**config.mk**
```make
export PLATFORM = sky130hd
export DESIGN_NAME = fifo_drain_ctrl
export DESIGN_NICKNAME = d
export VERILOG_FILES = /design/src/rtl/fifo_drain_ctrl.sv
export SDC_FILE = /design/constraint.sdc
export NUM_CORES = 1
export LEC_CHECK = 0
export ABC_AREA = 1
export ABC_CLOCK_PERIOD_IN_PS = 1000
export BUFFER_PORTS_ARGS = -buffer_cell sky130_fd_sc_hd__buf_2
export CAP_MARGIN = 20
export CORE_MARGIN = 3
export CORE_UTILIZATION = 25
export DETAILED_ROUTE_END_ITERATION = 8
export SLEW_MARGIN = 0
export SYNTH_ARGS = -nofsm -noshare
export SYNTH_HDL_FRONTEND = slang
export SYNTH_SLANG_ARGS = --single-unit
```
**constraint.sdc**
```tcl
create_clock -name clk -period 1 [get_ports clk]
set_input_delay 0.1 -clock clk [delete_from_list [all_inputs] [get_ports clk]]
set_output_delay 0.1 -clock clk [all_outputs]
set_load 0.05 [all_outputs]
```
**src/rtl/fifo_drain_ctrl.sv**
```systemverilog
// Drain controller: pops a source FIFO and pushes a downstream FIFO through a two-stage pipeline.
// Optional macro FIFO_DRAIN_COUNT_EN adds the word_count output (wrapping count of pushes).
module fifo_drain_ctrl #(
    parameter int DATA_W = 12,
    parameter int UMB_W  = 3
) (
    input  logic              clk,
    input  logic              reset,
    input  logic              init,
    input  logic [UMB_W-1:0]  umbral_AF_in,
    input  logic [UMB_W-1:0]  umbral_AE_in,
    input  logic              src_empty,
    input  logic [DATA_W-1:0] src_data,
    output logic              src_pop,
    input  logic              dst_almost_full,
    input  logic              dst_full,
    output logic              dst_push,
    output logic [DATA_W-1:0] dst_data,
    output logic [UMB_W-1:0]  umbral_AF_out,
    output logic [UMB_W-1:0]  umbral_AE_out,
    output logic [3:0]        state,
    output logic              idle,
    output logic              error
`ifdef FIFO_DRAIN_COUNT_EN
    ,
    output logic [7:0]        word_count
`endif
);

    typedef enum logic [3:0] {
        ST_RESET  = 4'b0001,
        ST_INIT   = 4'b0010,
        ST_IDLE   = 4'b0100,
        ST_ACTIVE = 4'b1000
    } state_t;

    state_t            state_reg, state_next;
    logic              v1_reg, v2_reg;
    logic [DATA_W-1:0] data_reg;
    logic [UMB_W-1:0]  af_reg, ae_reg;
    logic              error_reg;

    always_ff @(posedge clk or posedge reset) begin
        if (reset) begin
            state_reg <= ST_RESET;
        end else begin
            state_reg <= state_next;
        end
    end

    // init overrides every other transition out of IDLE/ACTIVE
    always_comb begin
        state_next = state_reg;
        src_pop    = 1'b0;
        case (state_reg)
            ST_RESET:  state_next = ST_INIT;
            ST_INIT:   state_next = init ? ST_INIT : ST_IDLE;
            ST_IDLE: begin
                if (init)
                    state_next = ST_INIT;
                else if (!src_empty)
                    state_next = ST_ACTIVE;
            end
            ST_ACTIVE: begin
                if (init)
                    state_next = ST_INIT;
                else if (src_empty && !v1_reg && !v2_reg)
                    state_next = ST_IDLE;
                src_pop = !src_empty && !dst_almost_full && !init;
            end
            default:   state_next = ST_RESET;
        endcase
    end

    // Pipeline runs independently of the FSM so in-flight words always finish
    always_ff @(posedge clk or posedge reset) begin
        if (reset) begin
            v1_reg    <= 1'b0;
            v2_reg    <= 1'b0;
            data_reg  <= '0;
            af_reg    <= '0;
            ae_reg    <= '0;
            error_reg <= 1'b0;
        end else begin
            v1_reg <= src_pop;
            v2_reg <= v1_reg;
            if (v1_reg)
                data_reg <= src_data;
            if (state_reg == ST_INIT) begin
                af_reg <= umbral_AF_in;
                ae_reg <= umbral_AE_in;
            end
            if (v2_reg && dst_full)
                error_reg <= 1'b1;
        end
    end

`ifdef FIFO_DRAIN_COUNT_EN
    logic [7:0] count_reg;

    always_ff @(posedge clk or posedge reset) begin
        if (reset) begin
            count_reg <= 8'd0;
        end else if (state_next == ST_INIT && state_reg != ST_INIT) begin
            count_reg <= 8'd0;
        end else if (v2_reg) begin
            count_reg <= count_reg + 8'd1;
        end
    end

    assign word_count = count_reg;
`endif

    assign state         = state_reg;
    assign dst_push      = v2_reg;
    assign dst_data      = data_reg;
    assign umbral_AF_out = af_reg;
    assign umbral_AE_out = ae_reg;
    assign error         = error_reg;
    assign idle          = (state_reg == ST_IDLE) && !v1_reg && !v2_reg;

endmodule

```
==> flow_summary_export.csv, run 1 <==
group,metric,value,unit
outcome,outcome,"finished with violations",
outcome,violations,"setup timing",
clock_network,cts.path.max_buffers,2,
worst_setup_path,critical_path.startpoint_type,"flop",
finish,drive_gt1_frac,0.596,
worst_setup_path,crit_type,"reg2out",
finish,areaGrowthSynthToFinish,75.2,%
grt,grtUsageTotal,0.110,
grt,grt_pass1_vias,900,
worst_setup_path,cpPeakStageDelay,0.48,ns
routing,dr.pass1.iters,4,
logic_synthesis,synthCells,115,
logic_synthesis,ys.flop_type,"dfrtp_1",
logic_synthesis,yosys_warnings,0,
logic_synthesis,syn-num-nets,139,
clock_network,clk_pin_slew,0.09,ns
timing,fin_crit_sh,1.42,
timing,fin_skew,0.00246,ns
placed_design,portBuffers,49,
logic_synthesis,syn_avg_cell_area,9.13,µm²
grt,grt_pass1_wl,4.36,mm
power_and_ir_drop,power-per-cell-area,2540,mW/mm²
clock_network,tritoncts,"built",
grt,antenna_found_initial,0,
worst_hold_path,holdPathStages,3,
grt,grt_max_degree,26,
worst_hold_path,hold_path_end,"dst_data[2]$_DFFE_PP0P_",
clock_network,cts_made_buffers,3,
timing,rsz0062_at_grt,"true",
floorplanning,die_h,70.8,µm
finish,nNetsFinal,213,
routing,drc,0,
floorplanning,num_rows,22,
timing,fin_ws,-0.425,ns
worst_setup_path,cp_num_buf_inv,1,
worst_setup_path,r2r-end,"state[1]$_DFFE_PP0P_",
timing,setup-violations-final,17,
timing,hold_viol_final,0,
power_and_ir_drop,report.power.total,4.68,mW
timing,fin_crit,1.42,ns
worst_setup_path,required,0.90,ns
worst_setup_path,path_max_fanout,3,
finish,n_antenna_cell,0,
clock_network,clk_latency,0.26,ns
logic_synthesis,yosysTopAreaCellShare,0.572,
worst_setup_path,r2r_cells,7,
clock_network,cts_root_buffer,"clkbuf_8",
timing,fmax,702,MHz
logic_synthesis,synth_area_leader_cell,"dfrtp_1",
routing,vias_per_cell,4.17,
routing,routedWlPerCell,11.7,µm
worst_setup_path,startpoint,"state[0]$_DFFE_PP1P_",
logic_synthesis,synth-seq-cells,25,
routing,num_vias,983,
worst_setup_path,cp_data_arrival_time,1.32,ns
floorplanning,ios,50,
routing,postRouteWirelength,2.75,mm
power_and_ir_drop,p_leak,0.938,nW
worst_setup_path,r2r_slack,-0.32,ns
timing,drv_slew,0,
floorplanning,fp.dieW,70.8,µm
placed_design,dpl.hpwl,1.88,mm
grt,grt-ovfl-total,0,
worst_setup_path,r2r_start,"state[0]$_DFFE_PP1P_",
logic_synthesis,ys_types,18,
finish,largest_register_ffs,12,
logic_synthesis,yosysSeqAreaShare,0.597,
worst_setup_path,cp_slowest_cell,"dfstp_4",
floorplanning,core,0.00385,mm²
placed_design,preCtsSetupSlack,-0.251,ns
floorplanning,initial_core_util,0.272,
run,max_cap_viol_count,0,
logic_synthesis,synthArstFlopShare,1.00,
worst_hold_path,hp-start,"src_data[2]",
worst_setup_path,path_cells,"nor2_4, nand3_2, nor3_4, buf_6",
worst_setup_path,cp-end-kind,"primary output",
clock_network,cts.sinks,25,
placed_design,gp_congestion,0.787,
routing,ant_nets,0,
worst_setup_path,crit_cells,4,
routing,first_iter_violations,55,
timing,slew-limit-headroom,0.867,
power_and_ir_drop,ir_worst_vdd,0.876,mV
worst_setup_path,cp_top_family,"flip-flops",
logic_synthesis,synthTopCellsByArea,"dfrtp_1 (57%), nand2_1 (16%), o21ai_2 (5.0%)",
logic_synthesis,synth_edf_count,0,
timing,fin_setup_tns,-4.40,ns
clock_network,cts_max_level,1,
logic_synthesis,syn_area,0.00105,mm²
floorplanning,dieArea,0.00501,mm²
worst_hold_path,holdCritPathClass,"in2reg",
timing,worstMarginPinSlew,0.198,ns
cell families (layout without fill, tap and decap cells):
| group | count (synthesis) | in the layout | synth area share |
|---|---|---|---|
| and+or+nand+nor | 64 | 64 | 0.266 |
| DFF | 25 | 25 | 0.597 |
| buffers and inverters | 17 | 90 | 0.0703 |
| AOI/OAI and AO/OA | 9 | 9 | 0.0667 |
worst register-to-register path: cells and delay by family (launching register included):
family | cells | cell delay [ns]
AND/OR/NAND/NOR | 5 | 0.35
flip-flops | 1 | 0.64
buffers and inverters | 2 | 0.24
metal layers:
layer / share of wire / vias up / global-route usage
li1: - / 495 / -
met1: 0.47 / 456 / 0.155
met2: 0.47 / 32 / 0.170
met3: 0.065 / 0 / 0.0426
met4: 0 / 0 / 0.00626
met5: 0 / - / 0
cell usage after synthesis, types with 2 or more instances:
cell and instances:
nand3_1 3, o21ai_2 6, nor2_2 5, nor3_1 3, buf_2 2, dfrtp_1 24, nand2_1 44, nand2_2 4
inv_1 13, nor2_1 3
how the worst max path moves through the flow:
stage	end	slack (ns)
2_1_floorplan	v1_reg$_DFF_PP0_	-0.48
3_3_place_gp	src_pop	-0.24
3_5_place_dp	src_pop	-0.25
4_1_cts	src_pop	-0.42
5_1_grt	src_pop	-0.50
6_report	src_pop	-0.42
power breakdown:
part           total, mW  switching [mW]  internal, mW
Combinational       2.61            1.53          1.08
Sequential          1.47           0.190          1.28
Clock              0.587           0.309         0.278
Total               4.68            2.03          2.65
cells in the final DEF (no fill, tap or decap), types with 2 or more instances in the layout:
master | netlist | layout
clkbuf_8 | 0 | 3
dfrtp_1 | 24 | 19
nor2_2 | 5 | 5
nand2_1 | 44 | 40
dfrtp_2 | 0 | 5
nor2_4 | 0 | 2
nor3_4 | 0 | 2
buf_8 | 0 | 4
o21ai_2 | 6 | 6
inv_1 | 13 | 11
buf_2 | 2 | 23
inv_2 | 1 | 2
buf_12 | 0 | 2
clkbuf_4 | 0 | 4
nand3_2 | 1 | 3
nand2_2 | 4 | 7
buf_4 | 0 | 23
buf_6 | 1 | 14
repair_timing:
item | 4_1_cts | 5_1_grt
setup endpoints to repair | 31 | 40
hold endpoints to repair | 24 | 0
hold buffers | 1 | 0
gates cloned | 1 | 0
pin swaps | 5 | 0
gates resized for setup | 39 | 25
buffers inserted | 4 | 5
metrics by stage:
stage          utilization  std cells  hold slack [ns]  area, µm²
2_1_floorplan            -        115            0.126       1090
3_3_place_gp         0.391        223            0.145       1510
3_5_place_dp         0.391        223            0.141       1510
4_1_cts              0.451        232           0.0179       1740
5_1_grt              0.477        236           0.0183       1840
6_report             0.477        236           0.0283       1840
layout make-up:
| type | count | area, µm² |
|---|---|---|
| clock buffers | 3 | 41.3 |
| clock inverters | 1 | 5.00 |
| fillers | 378 | 2010 |
| inverters | 14 | 55.1 |
| multi-input cells | 73 | 428 |
| flip-flops and latches | 25 | 637 |
| well taps | 48 | 60.1 |
| repair buffers | 72 | 613 |
Power figures use the tool's default switching activity.
==> inputs of run 2 (changes only) <==
==> constraint.sdc (replaced) <==
create_clock -name clk -period 1 [get_ports clk]
set_input_delay 0.2 -clock clk [delete_from_list [all_inputs] [get_ports clk]]
set_output_delay 0.2 -clock clk [all_outputs]
set_load 0.05 [all_outputs]
==> run 2 against run 1 <==
Net effect:
- clock skew down 0.00088 ns
- worst setup slack worse by 0.072 ns
- largest power group unchanged
- the run still ends with setup timing left
- die area did not move
- sequential power is essentially flat
- critical path depth unchanged
==> flow_summary_export.csv, run 2 (same netlist as run 1, synthesis figures left out) <==
group,metric,value,unit
outcome,outcome,"finished with violations",
outcome,violations,"setup timing",
power_and_ir_drop,ir_worst_vdd,1.12,mV
timing,fin_skew,0.00158,ns
placed_design,dpl.hpwl,1.86,mm
run,max_cap_viol_count,0,
clock_network,clk_pin_slew,0.08,ns
routing,top_layer_used,"met3",
timing,hold_viol_final,0,
floorplanning,dieArea,0.00501,mm²
routing,wl_met2,1.28,mm
worst_setup_path,critical_path.startpoint_type,"flop",
finish,mostFrequentLayoutCells,"nand2_1 (43), buf_6 (26), buf_2 (23)",
grt,grt_pass1_vias,922,
routing,routedWlPerCell,10.9,µm
finish,finalCoreUtilization,0.482,
clock_network,cts.path.max_buffers,2,
timing,fmax,668,MHz
timing,fin_ws,-0.497,ns
power_and_ir_drop,p_leak,0.954,nW
clock_network,cts_made_buffers,3,
timing,drv_slew,0,
clock_network,clk_latency,0.26,ns
grt,grt_max_degree,17,
clock_network,tritoncts,"built",
timing,fin_crit,1.50,ns
placed_design,place_area,0.00151,mm²
finish,n_antenna_cell,0,
power_and_ir_drop,combPwrFrac,0.562,
routing,dr.pass1.iters,4,
power_and_ir_drop,report.power.total,4.69,mW
finish,n_fill_cell,371,
floorplanning,ios,50,
worst_setup_path,cp-end-kind,"primary output",
routing,num_vias,989,
placed_design,portBuffers,49,
grt,grt_pass1_wl,4.19,mm
floorplanning,die_h,70.8,µm
timing,worstMarginPinSlew,0.198,ns
timing,fin_setup_tns,-4.91,ns
routing,vias_per_cell,4.14,
floorplanning,num_rows,22,
worst_setup_path,r2r_slack,-0.35,ns
worst_hold_path,holdCritPathClass,"in2reg",
routing,first_iter_violations,23,
grt,antenna_found_initial,0,
floorplanning,initial_core_util,0.272,
routing,postRouteWirelength,2.62,mm
routing,drc,0,
timing,fin_crit_sh,1.50,
power_and_ir_drop,netSwitchingFraction,0.423,
floorplanning,core,0.00385,mm²
floorplanning,fp.dieW,70.8,µm
finish,layout_commonest_cell,"nand2_1",
timing,rsz0062_at_grt,"true",
placed_design,preCtsSetupSlack,-0.335,ns
placed_design,dp_cells,225,
power_and_ir_drop,switching_power,1.98,mW
clock_network,cts.sinks,25,
power_and_ir_drop,intPower,2.71,mW
power_and_ir_drop,power-per-cell-area,2520,mW/mm²
finish,largest_register_ffs,12,
timing,slew-limit-headroom,0.867,
clock_network,cts_max_level,1,
clock_network,cts_root_buffer,"clkbuf_8",
finish,finalInstanceArea,0.00186,mm²
timing,whs,0.132,ns
grt,grtUsageTotal,0.103,
finish,areaGrowthSynthToFinish,77.1,%
finish,instances_no_fill,239,
timing,setup-violations-final,37,
worst_setup_path,crit_type,"reg2out",
grt,grt-ovfl-total,0,
power_and_ir_drop,clkPwrFrac,0.123,
routing,routed-wl-met3,173,µm
finish,drive_gt1_frac,0.576,
finish,nNetsFinal,216,
worst_setup_path,cp_data_arrival_time,1.30,ns
routing,ant_nets,0,
placed_design,gp_congestion,0.839,
worst_setup_path,path_max_fanout,3,
power_and_ir_drop,power_frac_seq,0.315,
worst_setup_path,required,0.80,ns
routing,m1WireLength,1.16,mm
==> run 2: cell type report <==
class / count / area [µm²] / share of cell area
flip-flops and latches: 25 / 636 / 0.342
inverters: 14 / 55.1 / 0.0296
repair buffers: 75 / 648 / 0.349
clock buffers: 4 / 45.0 / 0.0242
multi-input cells: 73 / 415 / 0.223
well taps: 48 / 60.1 / 0.0323
==> run 2: metal layers <==
layer / GRT usage / up-vias
li1: - / 504
met1: 0.141 / 457
met2: 0.161 / 28
met3: 0.0313 / 0
met4: 0.0251 / 0
met5: 0 / -
==> run 2: worst max-delay path, cell delays in order, from the launching register on <==
cell and delay (ns):
dfstp_4 0.48, nor2_4 0.12, nand3_2 0.11, nor3_4 0.15
buf_6 0.18
==> run 2: worst paths after layout <==
path,from,end,cells past startpoint
min in group asynchronous,reset,dst_data[9]$_DFFE_PP0P_,4
min reg2reg,dst_data[11]$_DFFE_PP0P_,dst_data[11]$_DFFE_PP0P_,2
min,src_data[1],dst_data[1]$_DFFE_PP0P_,3
max reg2reg,state[0]$_DFFE_PP1P_,state[3]$_DFFE_PP0P_,7
max in group asynchronous,reset,state[0]$_DFFE_PP1P_,4
max,state[0]$_DFFE_PP1P_,src_pop,4
==> run 2: power by group through the flow <==
stage | logic (mW) | clock network [mW] | registers (mW)
6_report | 2.63 | 0.579 | 1.47
5_1_grt | 2.80 | 0.650 | 1.50
4_1_cts | 2.55 | 0.608 | 1.47
3_5_place_dp | 1.98 | 0 | 1.46
3_3_place_gp | 1.98 | 0 | 1.45
2_1_floorplan | 0.568 | 0 | 2.30
==> run 2: repair_timing <==
item | CTS | global route
endpoints found under the hold margin | 24 | 0
buffers inserted | 6 | 4
hold buffers | 1 | 0
setup endpoints to repair | 37 | 47
pin swaps | 3 | 2
gates resized for setup | 63 | 6
